$ cat src/rtl/arith_seq.sv
// Command sequencer in front of the shared 32-bit adder: ADD/SUB/CMP in one
// adder cycle, MUL as a WIDTH-step shift-add loop through the same adder.
module arith_seq #(
    parameter int WIDTH     = 32,
    parameter int MUL_ITERS = 32
) (
    input  logic             clk,
    input  logic             reset,
    input  logic             req_valid,
    output logic             req_ready,
    input  logic [1:0]       req_cmd,
    input  logic [WIDTH-1:0] req_a,
    input  logic [WIDTH-1:0] req_b,
    output logic             rsp_valid,
    input  logic             rsp_ready,
    output logic [WIDTH-1:0] rsp_result,
    output logic             rsp_z,
    output logic             rsp_v,
    output logic             rsp_n,
    output logic [1:0]       alu_op,
    output logic [WIDTH-1:0] alu_a,
    output logic [WIDTH-1:0] alu_b,
    input  logic [WIDTH-1:0] alu_out,
    input  logic             alu_z,
    input  logic             alu_v,
    input  logic             alu_n
);
    localparam int CW = $clog2(MUL_ITERS);
    localparam logic [CW-1:0] LAST = CW'(MUL_ITERS - 1);

    typedef enum logic [1:0] {IDLE, EXEC, MUL_LOOP, RESP} state_t;
    typedef enum logic [1:0] {CMD_ADD = 2'b00, CMD_SUB, CMD_CMP, CMD_MUL} cmd_t;
    typedef struct packed {
        logic [WIDTH-1:0] result;
        logic             z;
        logic             v;
        logic             n;
    } rsp_t;

    state_t           state;
    cmd_t             cmd_q;
    rsp_t             rsp_q;
    logic [WIDTH-1:0] acc;
    logic [WIDTH-1:0] mcand;   // also holds operand A for single-cycle ops
    logic [WIDTH-1:0] mplier;  // also holds operand B for single-cycle ops
    logic [CW-1:0]    cnt;

    assign req_ready  = (state == IDLE) && !reset;
    assign rsp_valid  = (state == RESP);
    assign rsp_result = rsp_q.result;
    assign rsp_z      = rsp_q.z;
    assign rsp_v      = rsp_q.v;
    assign rsp_n      = rsp_q.n;

    // Adder port decode from registered state; idle adder sees all zeros.
    always_comb begin
        alu_op = 2'b00;
        alu_a  = '0;
        alu_b  = '0;
        case (state)
            EXEC: begin
                alu_op = (cmd_q == CMD_ADD) ? 2'b00 : 2'b01;
                alu_a  = mcand;
                alu_b  = mplier;
            end
            MUL_LOOP: begin
                alu_a = acc;
                alu_b = mplier[0] ? mcand : '0;
            end
            default: ;
        endcase
    end

    always_ff @(posedge clk or posedge reset) begin
        if (reset) begin
            state  <= IDLE;
            cmd_q  <= CMD_ADD;
            rsp_q  <= '0;
            acc    <= '0;
            mcand  <= '0;
            mplier <= '0;
            cnt    <= '0;
        end else begin
            case (state)
                IDLE: begin
                    if (req_valid) begin
                        cmd_q  <= cmd_t'(req_cmd);
                        mcand  <= req_a;
                        mplier <= req_b;
                        acc    <= '0;
                        cnt    <= '0;
                        state  <= (cmd_t'(req_cmd) == CMD_MUL) ? MUL_LOOP : EXEC;
                    end
                end
                EXEC: begin
                    rsp_q.result <= (cmd_q == CMD_CMP) ? '0 : alu_out;
                    rsp_q.z      <= alu_z;
                    rsp_q.v      <= alu_v;
                    rsp_q.n      <= alu_n;
                    state        <= RESP;
                end
                MUL_LOOP: begin
                    acc    <= alu_out;
                    mcand  <= mcand << 1;
                    mplier <= mplier >> 1;
                    cnt    <= cnt + CW'(1);
                    // Fixed iteration count: the low product bits are final only here.
                    if (cnt == LAST) begin
                        rsp_q.result <= alu_out;
                        rsp_q.z      <= alu_z;
                        rsp_q.v      <= 1'b0;
                        rsp_q.n      <= alu_n;
                        state        <= RESP;
                    end
                end
                RESP: begin
                    if (rsp_ready) state <= IDLE;
                end
                default: state <= IDLE;
            endcase
        end
    end
endmodule
$ cat config.mk
export PLATFORM = sky130hd
export DESIGN_NAME = arith_seq
export DESIGN_NICKNAME = d
export VERILOG_FILES = /design/src/rtl/arith_seq.sv
export SDC_FILE = /design/constraint.sdc
export NUM_CORES = 1
export LEC_CHECK = 0
export ABC_AREA = 1
export ABC_CLOCK_PERIOD_IN_PS = 5100
export CORE_AREA = 8 8 141 143
export CTS_CLUSTER_SIZE = 14
export DETAILED_ROUTE_END_ITERATION = 8
export DIE_AREA = 0 0 149 151
export PLACE_DENSITY = 0.74
export SYNTH_ARGS = -nofsm -noshare
export SYNTH_HDL_FRONTEND = slang
export SYNTH_SLANG_ARGS = --single-unit
$ cat constraint.sdc
create_clock -name clk -period 5.1 [get_ports clk]
set_clock_uncertainty 0.05 [all_clocks]
set_input_delay 1.02 -clock clk [delete_from_list [all_inputs] [get_ports clk]]
set_output_delay 1.02 -clock clk [all_outputs]
set_load 0.02 [all_outputs]
* Word level (Yosys, flattened, before mapping) *
Index checks and enable logic that the tools add are counted.
Widths: inputs -> output; s select.

cells by class
  reductions and logical operators = 10
  muxes and demuxes = 21
  add/subtract/negate cells = 1
  equality and inequality tests = 9

operators with widths
  cell                 number
  $pmux 32 s2          5
  $mux 32              5
  $pmux 35 s2          1
  $mux 35              1
  $pmux 5 s2           1
  $eq 2x2->1 const B   4
  $mux 2               4
  $pmux 2 s4           1
  $reduce_and 2->1     3
  $add 5x1->5 const B  1
  $eq 5x5->1 const B   1
  $mux 5               1
  $logic_not 2->1      2
  $ne 2x2->1 const B   2
  $reduce_bool 2->1    2
  $reduce_and 3->1     1
  $eq 2x1->1 const B   1
  $mux 1               2
  $ne 2x1->1 const B   1
  $logic_and 1x1->1    1
  $logic_not 1->1      1

word-level totals
  bits in registers = 140
  word-level logic and storage cells = 51
  bits of input ports = 105

* Logic depth before layout (Yosys ltp) *
Gate-level depths: netlist of the first run.

  depth in word-level cells = 4
  depth in mapped cells = 9

* Least setup slack after synthesis of the first run *
Ideal clock, no wire load.

  kind = flip-flop to output port
  start = register state[0]
  end = output port alu_b[22]
  path buffers = 1
  arrival time = 1.520 ns
  data required time = 4.030 ns
  cell stages (with the launch flop) = 6
  setup slack = 2.510 ns
  path through = dfrtp_1 > inv_1 > ha_1 > nand2_1 > clkbuf_1 > o22ai_1

on the way
  cells in the longest elaborated chain, start to end = 2
  elaborated cells on any way between the ends = 3
  those cells by class = eq/ne (2); mux (1)

ends and longest elaborated chain
  what                                      RTL line  RTL
  start: declaration                        40        state_t state;
  start signal: assignment                  92        state <= (cmd_t'(req_cmd) == CMD_MUL) ? MUL_LOOP : EXEC;
  $eq 2x2->1 or $eq 2x1->1 (tied branches)  60        case (state)
  $pmux 32 s2 (*)                           60
  end: declaration                          22        output logic [WIDTH-1:0] alu_b,

Every way passes the cells marked *; elsewhere a longest branch is shown, timed or not.

* Worst setup path in the final report of the first run *
  start = register state[0]
  end = output port alu_b[5]

The elaborated chain is that of the path after synthesis.

==> flow_summary.toml, run 1 <==
[detailed_routing]
wl_per_cell_um = 17.32
final_antenna_net_count = 0
viasPerCell = 5.081
drt_iter0_markers = 445
vias = 6616
dr.pass1.iters = 5
drc = 0
wl_um = 22550

[timing]
worstMarginPinSlew_ps = 1224
finalSetupViolations = 0
setup_tns_ps = 0
fin_crit_sh_pct = 84.19
period_minus_slack_ps = 4294
finalHoldViolations = 0
maxSlewViolCount = 0
hold_ws_ps = 435.9
finalWorstSetupSlack_ps = 806.3
fmax_ghz = 0.2329
relSlewSlack_pct = 18.21
rsz0062_at_grt = "false"

[power_and_ir_drop]
p_per_area_nw_per_um2 = 649.9
finalPower_mw = 6.231
max-vdd-ir-drop_uv = 402.0
p_leak_nw = 4.426

[clocking]
cts_resized = 0
cts_max_level = 4
cts_tree = "built"
cts.sinks = 140
cts_inserted_buffers = 17
cts-hold-fix-buffers = 0
clk_latency_ps = 420
cts_root_buf = "clkbuf_16"
post-cts-setup-buffers = 0
cts_buffer_depth = 2
clkTransAtPathRegs_ps = 60

[die]
dieHeight_um = 151
dieArea_um2 = 22500
ios = 208
dieWidth_um = 149
start_util_pct = 39.02
rows = 49
core_um2 = 17660

[final_layout]
n_antenna_cell = 0
final_util_pct = 54.30
syn_to_final_growth_pct = 39.18
drive_gt1_share_pct = 4.753
nets = 1172
final_area_um2 = 9588
stdcell_count = 1302

[grt]
grt_pass1_wl_um = 35820
grt_usage_pct = 20.14
grt.overflow.total = 0
grt_max_degree = 93
grt_pass1_vias = 6548
antenna_found_initial = 0

[synth]
ys_warn_count = 0
syn_avg_cell_area_um2 = 7.776
postSynthNetCount = 998
ys_ff_latch = 140
netlist_area_um2 = 6889
ys_seq_area_share_pct = 50.85
synthDistinctLibCells = 21
syn_inst = 886

[setup_path]
cp-end-kind = "output pin"
worstPathMaxFanout = 31
slowest_delay_ps = 720
worstPathCellList = "inv_1, ha_1, nand2_1, o22ai_1, clkdlybuf4s50_1"
critPathLaunchType = "flip-flop"
crit_required_ps = 4030
slowest_stage = "nand2_1"
worst_ep_arrival_time_ps = 3220
critical_path_class = "reg2out"

[placed_design]
post-place-ws_ps = 1288
dp_cells = 1270
dp_hpwl_um = 16190
routabilityCongestion = 0.8620
place_area_um2 = 9016
io_buffers = 206

[job]
maxCapViolCount = 0

[run_status]
run_status = "finished, final reports clean"

[hold_path]
hp-class = "reg2reg"
==> synth_stat cells, drive strengths merged <==
cell	instances	area share, %
clkbuf	24	1.3
o211ai	1	0.11
o21ai	129	9.4
a21oi	5	0.36
nor2	8	0.44
nand3	74	5.4
conb	1	0.054
o22ai	63	5.7
mux2	1	0.16
inv	112	6.1
buf	35	3.1
dfrtp	140	51
nand2	286	16
ha	7	1.3
==> worst max-delay path, delay by kind of cell, from the launching register on <==
family          cells  cell delay (ps)
flops               1              400
buf+inv             2              780
fa+ha+maj           1              360
compound gates      1              530
simple gates        1              720
==> routing by layer <==
| layer | vias up | part of all wire (%) | track usage (%) |
|---|---|---|---|
| met5 | - | 0 | 0 |
| met2 | 239 | 45 | 30.14 |
| met4 | 0 | 2.5 | 7.622 |
| li1 | 3216 | - | - |
| met1 | 3127 | 44 | 26.99 |
| met3 | 34 | 8.5 | 6.005 |
==> where the power goes <==
group          internal (mW)  leakage (nW)  switching [mW]
combinational           1.16          2.38            2.04
sequential              1.61          1.76           0.208
clock                  0.693         0.280           0.520
total                   3.46          4.43            2.77
==> final timing paths <==
path                                from            end  slack (ps)  cells after the start
worst max-delay path            state[0]       alu_b[5]         810                      5
worst min-delay path              cnt[4]         cnt[4]         440                      2
worst max register to register  state[0]  rsp_result[0]        1800                      8
worst min register to register    cnt[4]         cnt[4]         440                      2
max in group asynchronous          reset       mcand[5]        2980                      3
min in group asynchronous          reset        acc[29]        1040                      2
==> logic make-up after synthesis <==
family	count (synthesis)	share of synthesized area, %
AOI/OAI and AO/OA	198	15.56
adders and majority gates	7	1.271
buffers and inverters	171	10.48
DFF	140	50.85
muxes	1	0.1634
other	1	0.05443
and+or+nand+nor	368	21.61
==> registers in the layout, indices dropped and copies added, names as in the netlist <==
signal / count
acc: 32
cmd_q: 2
cnt: 5
mcand: 32
mplier: 32
rsp_n: 1
rsp_result: 32
rsp_v: 1
rsp_z: 1
state: 2
==> final cells by class <==
cell class              count  area, um2
well taps                 229      286.5
inverters                 112      425.4
multi-input cells         575       2666
fillers                  1671       8069
repair buffers            214       2135
clock inverters            14      132.6
flip-flops and latches    140       3503
clock buffers              18      439.2
==> cell usage in the layout (no fill, tap or decap) <==
| master | synthesis | final |
|---|---|---|
| buf_4 | 8 | 7 |
| clkdlybuf4s50_1 | 0 | 206 |
| o21ai_1 | 49 | 49 |
| bufinv_16 | 0 | 1 |
| clkbuf_16 | 0 | 17 |
| inv_2 | 4 | 4 |
| dfrtp_1 | 140 | 140 |
| mux2_2 | 1 | 1 |
| ha_1 | 7 | 7 |
| inv_1 | 108 | 107 |
| clkinv_4 | 0 | 2 |
| clkinv_2 | 0 | 3 |
| o211ai_1 | 1 | 1 |
| inv_8 | 0 | 1 |
| clkbuf_8 | 0 | 1 |
| conb_1 | 1 | 1 |
| nand2_2 | 3 | 4 |
| nand3_1 | 74 | 74 |
| o22ai_1 | 63 | 63 |
| clkinvlp_4 | 0 | 2 |
| nand2_1 | 282 | 281 |
| inv_6 | 0 | 6 |
| o21ai_0 | 80 | 80 |
| nor2_1 | 8 | 8 |
| nand2_4 | 1 | 1 |
| buf_12 | 0 | 1 |
| a21oi_1 | 5 | 5 |
(Power assumes the default switching activity.)
==> run 2: changes to the inputs <==
--- a/config.mk
+++ b/config.mk
@@ -6,12 +6,12 @@
 export NUM_CORES = 1
 export LEC_CHECK = 0
 export ABC_AREA = 1
-export ABC_CLOCK_PERIOD_IN_PS = 5100
+export ABC_CLOCK_PERIOD_IN_PS = 4300
 export CORE_AREA = 8 8 141 143
 export CTS_CLUSTER_SIZE = 14
 export DETAILED_ROUTE_END_ITERATION = 8
 export DIE_AREA = 0 0 149 151
-export PLACE_DENSITY = 0.74
+export PLACE_DENSITY = 0.72
 export SYNTH_ARGS = -nofsm -noshare
 export SYNTH_HDL_FRONTEND = slang
 export SYNTH_SLANG_ARGS = --single-unit
==> constraint.sdc (replaced) <==
create_clock -name clk -period 4.3 [get_ports clk]
set_clock_uncertainty 0.05 [all_clocks]
set_input_delay 0.86 -clock clk [delete_from_list [all_inputs] [get_ports clk]]
set_output_delay 0.86 -clock clk [all_outputs]
set_load 0.02 [all_outputs]
==> run 2 against run 1 <==
  * Die area did not move
  * Count of clock-buffer cells in the layout increased by 5
  * Worst setup slack lost 360 ps
  * Combinational power grew 21%
  * Wire length is 1.2% higher
  * Sequential power grew 19%
  * Non-clock buffer count grew 3
  * Global-route usage about the same
  * Final cell count increased by 0.23%
  * Sequential cell count unchanged
  * Power increased by 22%
  * Largest power group unchanged
  * Highest routed layer unchanged
==> flow_summary.toml, run 2 (synthesis results as in run 1) <==
[run_status]
run_status = "finished, final reports clean"

[clocking]
cts_root_buf = "clkbuf_16"
cts_inserted_buffers = 17
clk_latency_ps = 410
post-cts-setup-buffers = 0
cts_tree = "built"
cts_resized = 0
cts-hold-fix-buffers = 0
cts_max_level = 4
clkTransAtPathRegs_ps = 60
cts.sinks = 140
cts_buffer_depth = 2

[setup_path]
critPathLaunchType = "flip-flop"
worst_ep_arrival_time_ps = 2940
slowest_delay_ps = 660
cp-end-kind = "output pin"
worstPathCellList = "inv_1, ha_1, nand2_2, buf_12, o22ai_1, clkdlybuf4s50_1"
critical_path_class = "reg2out"
slowest_stage = "clkdlybuf4s50_1"
crit_required_ps = 3390
worstPathMaxFanout = 33

[final_layout]
final_cell_mix = "nand2_1 (281), clkdlybuf4s50_1 (206), dfrtp_1 (140)"
drive_gt1_share_pct = 4.833
stdcell_count = 1305
syn_to_final_growth_pct = 40.92
layout_commonest_cell = "nand2_1"
nets = 1175
final_util_pct = 54.98
n_antenna_cell = 0

[power_and_ir_drop]
p_per_area_nw_per_um2 = 785.1
p_leak_nw = 4.477
max-vdd-ir-drop_uv = 371.4

[grt]
grt_max_degree = 141
grt.overflow.total = 0
grt_pass1_vias = 6246
grt_usage_pct = 20.14
grt_pass1_wl_um = 35250
antenna_found_initial = 0

[detailed_routing]
final_antenna_net_count = 0
wl_um = 22820
dr.pass1.iters = 5
viasPerCell = 5.030
drc = 0
vias = 6564
wl_per_cell_um = 17.49
drt_iter0_markers = 433

[timing]
hold_ws_ps = 439.8
period_minus_slack_ps = 3854
finalHoldViolations = 0
fin_crit_sh_pct = 89.62
fmax_ghz = 0.2595
finalSetupViolations = 0
setup_tns_ps = 0
rsz0062_at_grt = "false"
worstMarginPinSlew_ps = 912.7
relSlewSlack_pct = 39.15
finalWorstSetupSlack_ps = 446.3
maxSlewViolCount = 0

[placed_design]
io_buffers = 206
routabilityCongestion = 0.8901
post-place-ws_ps = 912.4
dp_cells = 1273
dp_hpwl_um = 16240

[die]
start_util_pct = 39.02
dieArea_um2 = 22500
core_um2 = 17660
dieHeight_um = 151
rows = 49
ios = 208
dieWidth_um = 149

[hold_path]
hp-class = "reg2reg"

[job]
maxCapViolCount = 0
[run 2: worst max-delay path: cells and delay by family, from the launching register on]
kind                     cells  cell delay (ps)
buffers and inverters        3             1100
AND/OR/NAND/NOR              1              410
flip-flops                   1              400
adder cells (fa/ha/maj)      1              370
AO/OA/AOI/OAI                1              240
[run 2: worst paths after layout]
kind	startpoint	to	slack (ps)	cells past startpoint
min reg2reg	cnt[4]	cnt[4]	440	2
max reg2reg	state[0]	rsp_result[0]	1520	8
max in group asynchronous	reset	mcand[14]	2610	3
max	state[0]	alu_a[19]	450	6
min in group asynchronous	reset	mplier[31]	970	3
min	cnt[4]	cnt[4]	440	2
[run 2: layout make-up]
| cell class | count | area, um2 |
|---|---|---|
| Multi-Input combinational cell | 575 | 2666 |
| Timing Repair Buffer | 217 | 2182 |
| Inverter | 112 | 424.2 |
| Sequential cell | 140 | 3503 |
| Tap cell | 229 | 286.5 |
| Clock buffer | 23 | 488.0 |
| Fill cell | 1647 | 7949 |
| Clock inverter | 9 | 157.7 |
[run 2: per-stage QoR]
stage	cell area, um2	power [mW]
finish	9708	7.622
global route	9708	8.165
CTS	9708	7.680
detailed placement	9062	6.054
global placement	9062	5.982
floorplan	6893	4.565
[run 2: report_power, final]
| part | switching [mW] | total, mW | internal [mW] |
|---|---|---|---|
| logic | 2.45 | 3.86 | 1.41 |
| registers | 0.253 | 2.17 | 1.91 |
| clock network | 0.561 | 1.60 | 1.04 |
[run 2: per-layer routing]
| layer | GRT usage, % | up-vias | share of wire, % |
|---|---|---|---|
| met5 | 0 | - | 0 |
| met4 | 6.865 | 0 | 2.3 |
| met3 | 6.991 | 36 | 8.4 |
| met2 | 30.07 | 231 | 45 |
| met1 | 26.71 | 3071 | 44 |
| li1 | - | 3226 | - |
==> run 3: changes to the inputs <==
--- a/config.mk
+++ b/config.mk
@@ -7,10 +7,10 @@
 export LEC_CHECK = 0
 export ABC_AREA = 1
 export ABC_CLOCK_PERIOD_IN_PS = 4300
-export CORE_AREA = 8 8 141 143
+export CORE_AREA = 2 2 135 137
 export CTS_CLUSTER_SIZE = 14
 export DETAILED_ROUTE_END_ITERATION = 8
-export DIE_AREA = 0 0 149 151
+export DIE_AREA = 0 0 137 139
 export PLACE_DENSITY = 0.72
 export SYNTH_ARGS = -nofsm -noshare
 export SYNTH_HDL_FRONTEND = slang
==> run 3 against run 2 <==
  * Hold slack worse by 7.3 ps
  * Count of clock-buffer cells in the layout is 3 lower
  * Critical path type unchanged
  * Register-to-register slack worse by 90 ps
  * Final cell count is 0.15% higher
  * Non-clock buffer count is 2 higher
  * Sequential cell count stayed put
  * Clock power hardly changed
  * Global-route usage is 2.9 points higher
==> flow_summary.toml, run 3 (synthesis results as in run 1) <==
[run_status]
run_status = "finished, final reports clean"

[timing]
rsz0062_at_grt = "false"
finalSetupViolations = 0
period_minus_slack_ps = 3878
setup_tns_ps = 0
fmax_ghz = 0.2578
maxSlewViolCount = 0
relSlewSlack_pct = 38.07
worstMarginPinSlew_ps = 927.1
finalHoldViolations = 0
hold_ws_ps = 432.4
fin_crit_sh_pct = 90.20

[grt]
grt.overflow.total = 0
grt_max_degree = 97
antenna_found_initial = 0
grt_pass1_vias = 6511
grt_usage_pct = 23.03
grt_pass1_wl_um = 34170

[setup_path]
worst_ep_arrival_time_ps = 2970
worstPathMaxFanout = 19
critical_path_class = "reg2out"
crit_family = "buffers and inverters"
slowest_delay_ps = 620
slowest_stage = "clkdlybuf4s50_1"
crit_required_ps = 3390
crit_buf_inv = 3
cp-end-kind = "output pin"
worstPathCellList = "inv_1, ha_1, nand2_1, buf_4, o22ai_1, clkdlybuf4s50_1"
critPathLaunchType = "flip-flop"

[die]
dieArea_um2 = 19040
ios = 208
start_util_pct = 39.02
core_um2 = 17660
dieHeight_um = 139
dieWidth_um = 137
rows = 49

[detailed_routing]
vias = 6578
routed.top_layer = "met4"
wl_um = 21300
wl_met1_um = 9673
drt_iter0_markers = 322
wl_per_cell_um = 16.30
wl_met3_um = 1711
drc = 0
final_antenna_net_count = 0
route.met2.wl_um = 9423
viasPerCell = 5.033
dr.pass1.iters = 5

[final_layout]
drive_gt1_share_pct = 5.102
final_util_pct = 54.97
syn_to_final_growth_pct = 40.90
layout_commonest_cell = "nand2_1"
stdcell_count = 1307
nets = 1177
n_antenna_cell = 0
num-fill-cells = 1656
final_cell_mix = "nand2_1 (281), clkdlybuf4s50_1 (206), dfrtp_1 (140)"

[clocking]
cts.sinks = 140
cts_inserted_buffers = 17
cts_root_buf = "clkbuf_16"
cts_max_level = 4
clk_latency_ps = 420
clkTransAtPathRegs_ps = 60
cts_buffer_depth = 2
cts_resized = 0
post-cts-setup-buffers = 0
cts-hold-fix-buffers = 0
cts_tree = "built"

[power_and_ir_drop]
p_per_area_nw_per_um2 = 779.1
combPwrFrac_pct = 50.2
p_int_mw = 4.325
max-vdd-ir-drop_uv = 424.5
seqPwrFrac_pct = 28.6
finalPower_mw = 7.562
switching_share_pct = 42.81
switching_power_mw = 3.237
p_leak_nw = 4.474
power_frac_clock_pct = 21.1

[job]
maxCapViolCount = 0

[placed_design]
io_buffers = 206
routabilityCongestion = 0.9086
dp_hpwl_um = 14900
dp_cells = 1275

[hold_path]
hp-class = "reg2reg"
## run 3: final cells by class
class                      instances  area, um2  share of cell area [%]
sequential                       140       3503                   36.09
multi-input combinational        575       2666                   27.47
timing repair buffer             219       2185                   22.51
clock buffer                      20      456.7                   4.705
inverter                         112      424.2                   4.370
tap                              229      286.5                   2.952
clock inverter                    12      185.2                   1.908
## run 3: final timing paths
check,endpoint,slack (ps),start,cells past startpoint
worst max register to register,rsp_result[0],1430,state[0],8
min in group asynchronous,mcand[29],960,reset,2
worst max-delay path,alu_b[8],420,state[0],6
worst min register to register,cnt[4],430,cnt[4],2
max in group asynchronous,mcand[18],2340,reset,3
worst min-delay path,cnt[4],430,cnt[4],2
## run 3: routing by layer
| layer | track usage (%) | vias up |
|---|---|---|
| met4 | 8.627 | 0 |
| met3 | 5.702 | 38 |
| met1 | 32.65 | 3063 |
| met2 | 34.01 | 241 |
| li1 | - | 3236 |
| met5 | 0 | - |
## run 3: stage by stage
stage                     area, um2  setup WS (ps)
after global routing           9707          229.0
after floorplan                6893           1641
after global placement         9065          992.2
after detailed placement       9065          855.9
final                          9707          421.5
after CTS                      9707          388.9
## run 3: power groups by stage
| stage | combinational, mW | clock (mW) | sequential (mW) |
|---|---|---|---|
| 6_report | 3.80 | 1.60 | 2.17 |
| 5_1_grt | 4.21 | 1.68 | 2.23 |
| 4_1_cts | 3.82 | 1.62 | 2.17 |
| 3_5_place_dp | 3.81 | 0 | 2.17 |
| 3_3_place_gp | 3.76 | 0 | 2.16 |
| 2_1_floorplan | 2.24 | 0 | 2.32 |
## run 3: worst reg2reg max path: cells and delay by family, from the launching register on
kind | cells | cell delay [ps]
simple gates | 4 | 1490
fa+ha+maj | 1 | 170
buf+inv | 3 | 610
flops | 1 | 420
